`src/rtl/load_store_unit_pkg.sv`:
```
// Shared processor defines: LSU state encodings and access size codes.
package load_store_unit_pkg;

    typedef enum logic [1:0] {
        ST_IDLE  = 2'd0,
        ST_BYTE0 = 2'd1,
        ST_BYTE1 = 2'd2,
        ST_DONE  = 2'd3
    } lsu_state_t;

    localparam logic SZ_BYTE = 1'b0;
    localparam logic SZ_HALF = 1'b1;

endpackage

```
`src/rtl/load_store_unit.sv`:
```
// Byte-serial load/store unit between the core and an 8-bit data memory.
// Halfword accesses take two memory cycles (little-endian, address wraps).
//
// state | meaning
// IDLE  | waiting for lsu_req_i
// BYTE0 | memory access to captured address
// BYTE1 | memory access to captured address + 1 (halfword only)
// DONE  | one-cycle completion pulse, load result valid
module load_store_unit
    import load_store_unit_pkg::*;
#(
    parameter int ADDR_W = 8,
    parameter int DATA_W = 8
) (
    input  logic                  clk,
    input  logic                  rst,
    input  logic                  lsu_req_i,
    input  logic                  lsu_we_i,
    input  logic                  lsu_size_i,
    input  logic [ADDR_W-1:0]     lsu_addr_i,
    input  logic [2*DATA_W-1:0]   lsu_wr_data_i,
    output logic                  lsu_busy_o,
    output logic                  lsu_done_o,
    output logic [2*DATA_W-1:0]   lsu_rd_data_o,
    output logic                  data_mem_rd_enb_o,
    output logic                  data_mem_wr_enb_o,
    output logic [ADDR_W-1:0]     data_mem_addr_o,
    output logic [DATA_W-1:0]     data_mem_wr_data_o,
    input  logic [DATA_W-1:0]     data_mem_rd_data_i
);

    lsu_state_t            r_state;
    logic                  r_we;
    logic                  r_size;
    logic [ADDR_W-1:0]     r_addr;
    logic [2*DATA_W-1:0]   r_wdata;
    logic [DATA_W-1:0]     r_lo;
    logic [ADDR_W-1:0]     w_addr_next;

    assign w_addr_next = r_addr + ADDR_W'(1);

    // Memory-side outputs are registered and set up for the state being entered.
    always_ff @(posedge clk or negedge rst) begin
        if (!rst) begin
            r_state            <= ST_IDLE;
            r_we               <= 1'b0;
            r_size             <= SZ_BYTE;
            r_addr             <= '0;
            r_wdata            <= '0;
            r_lo               <= '0;
            lsu_busy_o         <= 1'b0;
            lsu_done_o         <= 1'b0;
            lsu_rd_data_o      <= '0;
            data_mem_rd_enb_o  <= 1'b0;
            data_mem_wr_enb_o  <= 1'b0;
            data_mem_addr_o    <= '0;
            data_mem_wr_data_o <= '0;
        end else begin
            case (r_state)
                ST_IDLE: begin
                    lsu_done_o <= 1'b0;
                    if (lsu_req_i) begin
                        r_state            <= ST_BYTE0;
                        r_we               <= lsu_we_i;
                        r_size             <= lsu_size_i;
                        r_addr             <= lsu_addr_i;
                        r_wdata            <= lsu_wr_data_i;
                        lsu_busy_o         <= 1'b1;
                        data_mem_addr_o    <= lsu_addr_i;
                        data_mem_rd_enb_o  <= ~lsu_we_i;
                        data_mem_wr_enb_o  <= lsu_we_i;
                        data_mem_wr_data_o <= lsu_we_i ? lsu_wr_data_i[DATA_W-1:0] : '0;
                    end
                end
                ST_BYTE0: begin
                    if (!r_we) begin
                        r_lo <= data_mem_rd_data_i;
                    end
                    if (r_size == SZ_HALF) begin
                        r_state            <= ST_BYTE1;
                        data_mem_addr_o    <= w_addr_next;
                        data_mem_wr_data_o <= r_we ? r_wdata[2*DATA_W-1:DATA_W] : '0;
                    end else begin
                        r_state            <= ST_DONE;
                        lsu_done_o         <= 1'b1;
                        data_mem_rd_enb_o  <= 1'b0;
                        data_mem_wr_enb_o  <= 1'b0;
                        data_mem_addr_o    <= '0;
                        data_mem_wr_data_o <= '0;
                        if (!r_we) begin
                            lsu_rd_data_o <= {{DATA_W{1'b0}}, data_mem_rd_data_i};
                        end
                    end
                end
                ST_BYTE1: begin
                    r_state            <= ST_DONE;
                    lsu_done_o         <= 1'b1;
                    data_mem_rd_enb_o  <= 1'b0;
                    data_mem_wr_enb_o  <= 1'b0;
                    data_mem_addr_o    <= '0;
                    data_mem_wr_data_o <= '0;
                    if (!r_we) begin
                        lsu_rd_data_o <= {data_mem_rd_data_i, r_lo};
                    end
                end
                default: begin
                    r_state    <= ST_IDLE;
                    lsu_busy_o <= 1'b0;
                    lsu_done_o <= 1'b0;
                end
            endcase
        end
    end

endmodule

```
`config.mk`:
```
export PLATFORM = sky130hd
export DESIGN_NAME = load_store_unit
export DESIGN_NICKNAME = d
export VERILOG_FILES = /design/src/rtl/load_store_unit_pkg.sv /design/src/rtl/load_store_unit.sv
export SDC_FILE = /design/constraint.sdc
export NUM_CORES = 1
export LEC_CHECK = 0
export ABC_CLOCK_PERIOD_IN_PS = 2200
export CORE_ASPECT_RATIO = 1.4
export CORE_MARGIN = 2
export CORE_UTILIZATION = 40
export DETAILED_ROUTE_END_ITERATION = 8
export PLACE_DENSITY = 0.77
export RECOVER_POWER = 50
export SYNTH_ARGS = -nofsm -noshare
export SYNTH_HDL_FRONTEND = slang
export SYNTH_SLANG_ARGS = --single-unit
```
`constraint.sdc`:
```
create_clock -name clk -period 2.2 [get_ports clk]
set_input_delay 0.44 -clock clk [delete_from_list [all_inputs] [get_ports clk]]
set_output_delay 0.44 -clock clk [all_outputs]
set_load 0.05 [all_outputs]
```
==> run metrics <==
# Max-Cap Violations=0; Async S/R FF share, synth=between 90% and 100%; cts bufs inserted=9; initial antenna violation count=0; clock buffer depth=2; delay-heaviest family, CP=buffers and inverters; io pins=73; syn avg cell area=roughly 12 um^2; share of cells above drive strength 1=between 15 and 20%; main area contributors after synthesis=dfrtp_1 56%, mux2_2 11%, nand2_1 3.4%, mux2i_1 3.2%, a22o_1 2.5%; Routed Antenna Nets=0; Startpoint Class=register; Final Max Slew Viols=0; CTS H-tree lvls=3; clk slew on worst S/H paths=roughly 70 ps; area occupied by multi-input gates=approximately 1200 um^2; Sw Ratio=between 40% and 50%; worst slew pin tran=785.2 ps; TritonCTS sink count=64; hold path startpoint=data_mem_addr_o[2]; Die X=roughly 75 um; Post-synth EDFFs=0; hold slack=477.6 ps; Slew headroom=~48%; stages on the worst setup path=1; r2r setup slk=310 ps; hold path depth=2; CTS Root Cell=clkbuf_8; internal power=about 3.8 mW; final core utilization=55.79%; largest net degree at the start of global routing=32; critical path type=register to primary output; switching power=between 2 and 3 mW; clk_lat worst skew=~340 ps; total wire length=6103 um; Synth area leader=dfrtp_1; Total Routing Usage GR=17.25%; CTS Hold Buffers Added=1; Period minus WS final=roughly 2000 ps; DRC viols=0; sequential group share of total power=31.7%; final std cells w/o fill=a little over 400; RSZ-0062 raised after global routing=false; Yosys cell types=37; routed len/inst=14.81 um; Fin. Hold Viols=0; Req. time, crit path=around 1800 ps; crit path max fanout=2; most frequent cells in the layout=71 x clkdlybuf4s50_1, 64 x dfrtp_1, 28 x mux2_2, 27 x nand2_1, 13 x o21ai_0; Top FF cell, synth=dfrtp_1; Yosys reg bits=between 60 and 70; Comb power frac=51.8%; Crit-path slowest cell=clkdlybuf4s50_1; average vias per placed instance=just over 5; synthesized instance count=roughly 230; via count=about 2100; post-CTS setup buffer count=0; overall power=6.730 mW; dpl cells=between 300 and 400; placed cell areas=3664 um^2; area delta synth->final=35.66%; first-pass GRT wire length=10360 um; Max IR drop VDD=between 800 and 900 uV; Initial Util=just over 40%; Port Buffers=just over 70; path depth of the worst reg2reg path=6; fmax=just over 500 MHz; DR iter-0 viols=~160; CORE AREA=6937 um^2; Worst Skew=9.325 ps; cells along the critical path=clkdlybuf4s50_1; Critical Path Sink Type=primary output; yosys warns=0; pre-CTS WS=147.2 ps; final instance area=3870 um^2; Largest stage delay, worst path=830 ps; FILL cells=~640; HP Class=register to register; diode count=0; # setup viols final=0; Pre-antenna DRT Iters=4; Syn Std Cell Area=about 2900 um^2; worst path buffer plus inverter count=1; post-synth net total=between 200 and 300; top-area cell type share of the netlist area=between 50 and 60%; part of the cycle the worst path needs=between 80% and 90%; fin nets=354; vias in the first global route=2246; clock share of power=between 10% and 20%; Resized Gates After CTS=0; LEAKAGE=1.657 nW; status=finished clean; full die area=between 7000 and 8000 um^2; FP Rows=36; reg2reg end=data_mem_wr_data_o[3]; reg2reg start=r_state[0]; dpl hpwl=between 4000 and 5000 um; Pwr per Cell Area=between 1500 and 2000 nW/um^2; TritonCTS clock tree=done; Setup TNS=0 ps; FF+latch area=1602 um^2; GR Overflow Total=0; commonest non-fill, non-tap cell in the layout=clkdlybuf4s50_1; sequential area share after synthesis=between 50% and 60%; die span in y=103.9 um; final worst slack=between 200 and 250 ps; routability congestion estimate=just over 0.8; Arrival @ worst endpoint=roughly 1500 ps; worst hold endpoint=data_mem_addr_o[2]
## registers in the layout, summed over array words and instances (netlist names), 2 cells and up
name                cells
data_mem_wr_data_o      8
data_mem_addr_o         8
r_wdata                 8
r_lo                    8
lsu_rd_data_o          16
r_addr                  8
r_state                 2
## cell families after synthesis
| group | Yosys count | synth area share (%) |
|---|---|---|
| simple gates | 54 | 9.869 |
| buf+inv | 15 | 3.377 |
| mux | 38 | 14.74 |
| fa+ha+maj | 5 | 2.193 |
| compound gates | 51 | 11.84 |
| xor+xnor | 6 | 1.842 |
| flops | 64 | 56.14 |
## Yosys cell counts, drive strengths merged (2+ instances only)
cell type / count
inv: 4
nand2b: 6
xnor2: 2
a22oi: 8
mux2i: 9
a22o: 8
ha: 5
mux2: 29
a21o: 2
o21ai: 22
nand2: 27
nor2b: 6
nand3: 6
and3: 3
dfrtp: 64
or3b: 2
buf: 10
xor2: 4
o211ai: 2
a21oi: 5
## worst max path at each step
stage                      start               endpoint  slack, ps
3_3_place_gp           lsu_req_i      data_mem_wr_enb_o        200
5_1_grt         lsu_rd_data_o[1]       lsu_rd_data_o[1]        140
3_5_place_dp           lsu_req_i      data_mem_wr_enb_o        150
2_1_floorplan         r_state[0]  data_mem_wr_data_o[3]        560
4_1_cts         lsu_rd_data_o[1]       lsu_rd_data_o[1]        200
6_report       data_mem_wr_enb_o      data_mem_wr_enb_o        230
## worst reg2reg max path: stages, from the launching register on
cell and delay, ps:
dfrtp_1 380, inv_1 90, ha_1 460, and3_4 270, and2_1 310, a22oi_1 160
o21ai_2 160
## layer usage
layer  wire length [um]  global-route usage [%]  vias up
met5                  0                       0        -
li1                   -                       -      985
met2               3058                   26.65       71
met1               2427                   21.19     1028
met3                482                   6.105       12
met4                135                   7.895        0
## power by group through the flow
| stage | Sequential [mW] | Clock, mW | Combinational, mW |
|---|---|---|---|
| 3_3_place_gp | 2.13 | 0 | 3.45 |
| 6_report | 2.14 | 1.11 | 3.48 |
| 2_1_floorplan | 3.12 | 0 | 1.50 |
| 5_1_grt | 2.22 | 1.18 | 3.75 |
| 4_1_cts | 2.14 | 1.13 | 3.53 |
| 3_5_place_dp | 2.15 | 0 | 3.52 |
## layout make-up
type	instances	share of cell area, %
Tap cell	95	3.071
Timing Repair Buffer	79	19.69
Sequential cell	64	41.38
Clock inverter	7	2.489
Multi-Input combinational cell	154	29.78
Clock buffer	9	3.201
Inverter	4	0.3880
(Power assumes the default switching activity.)
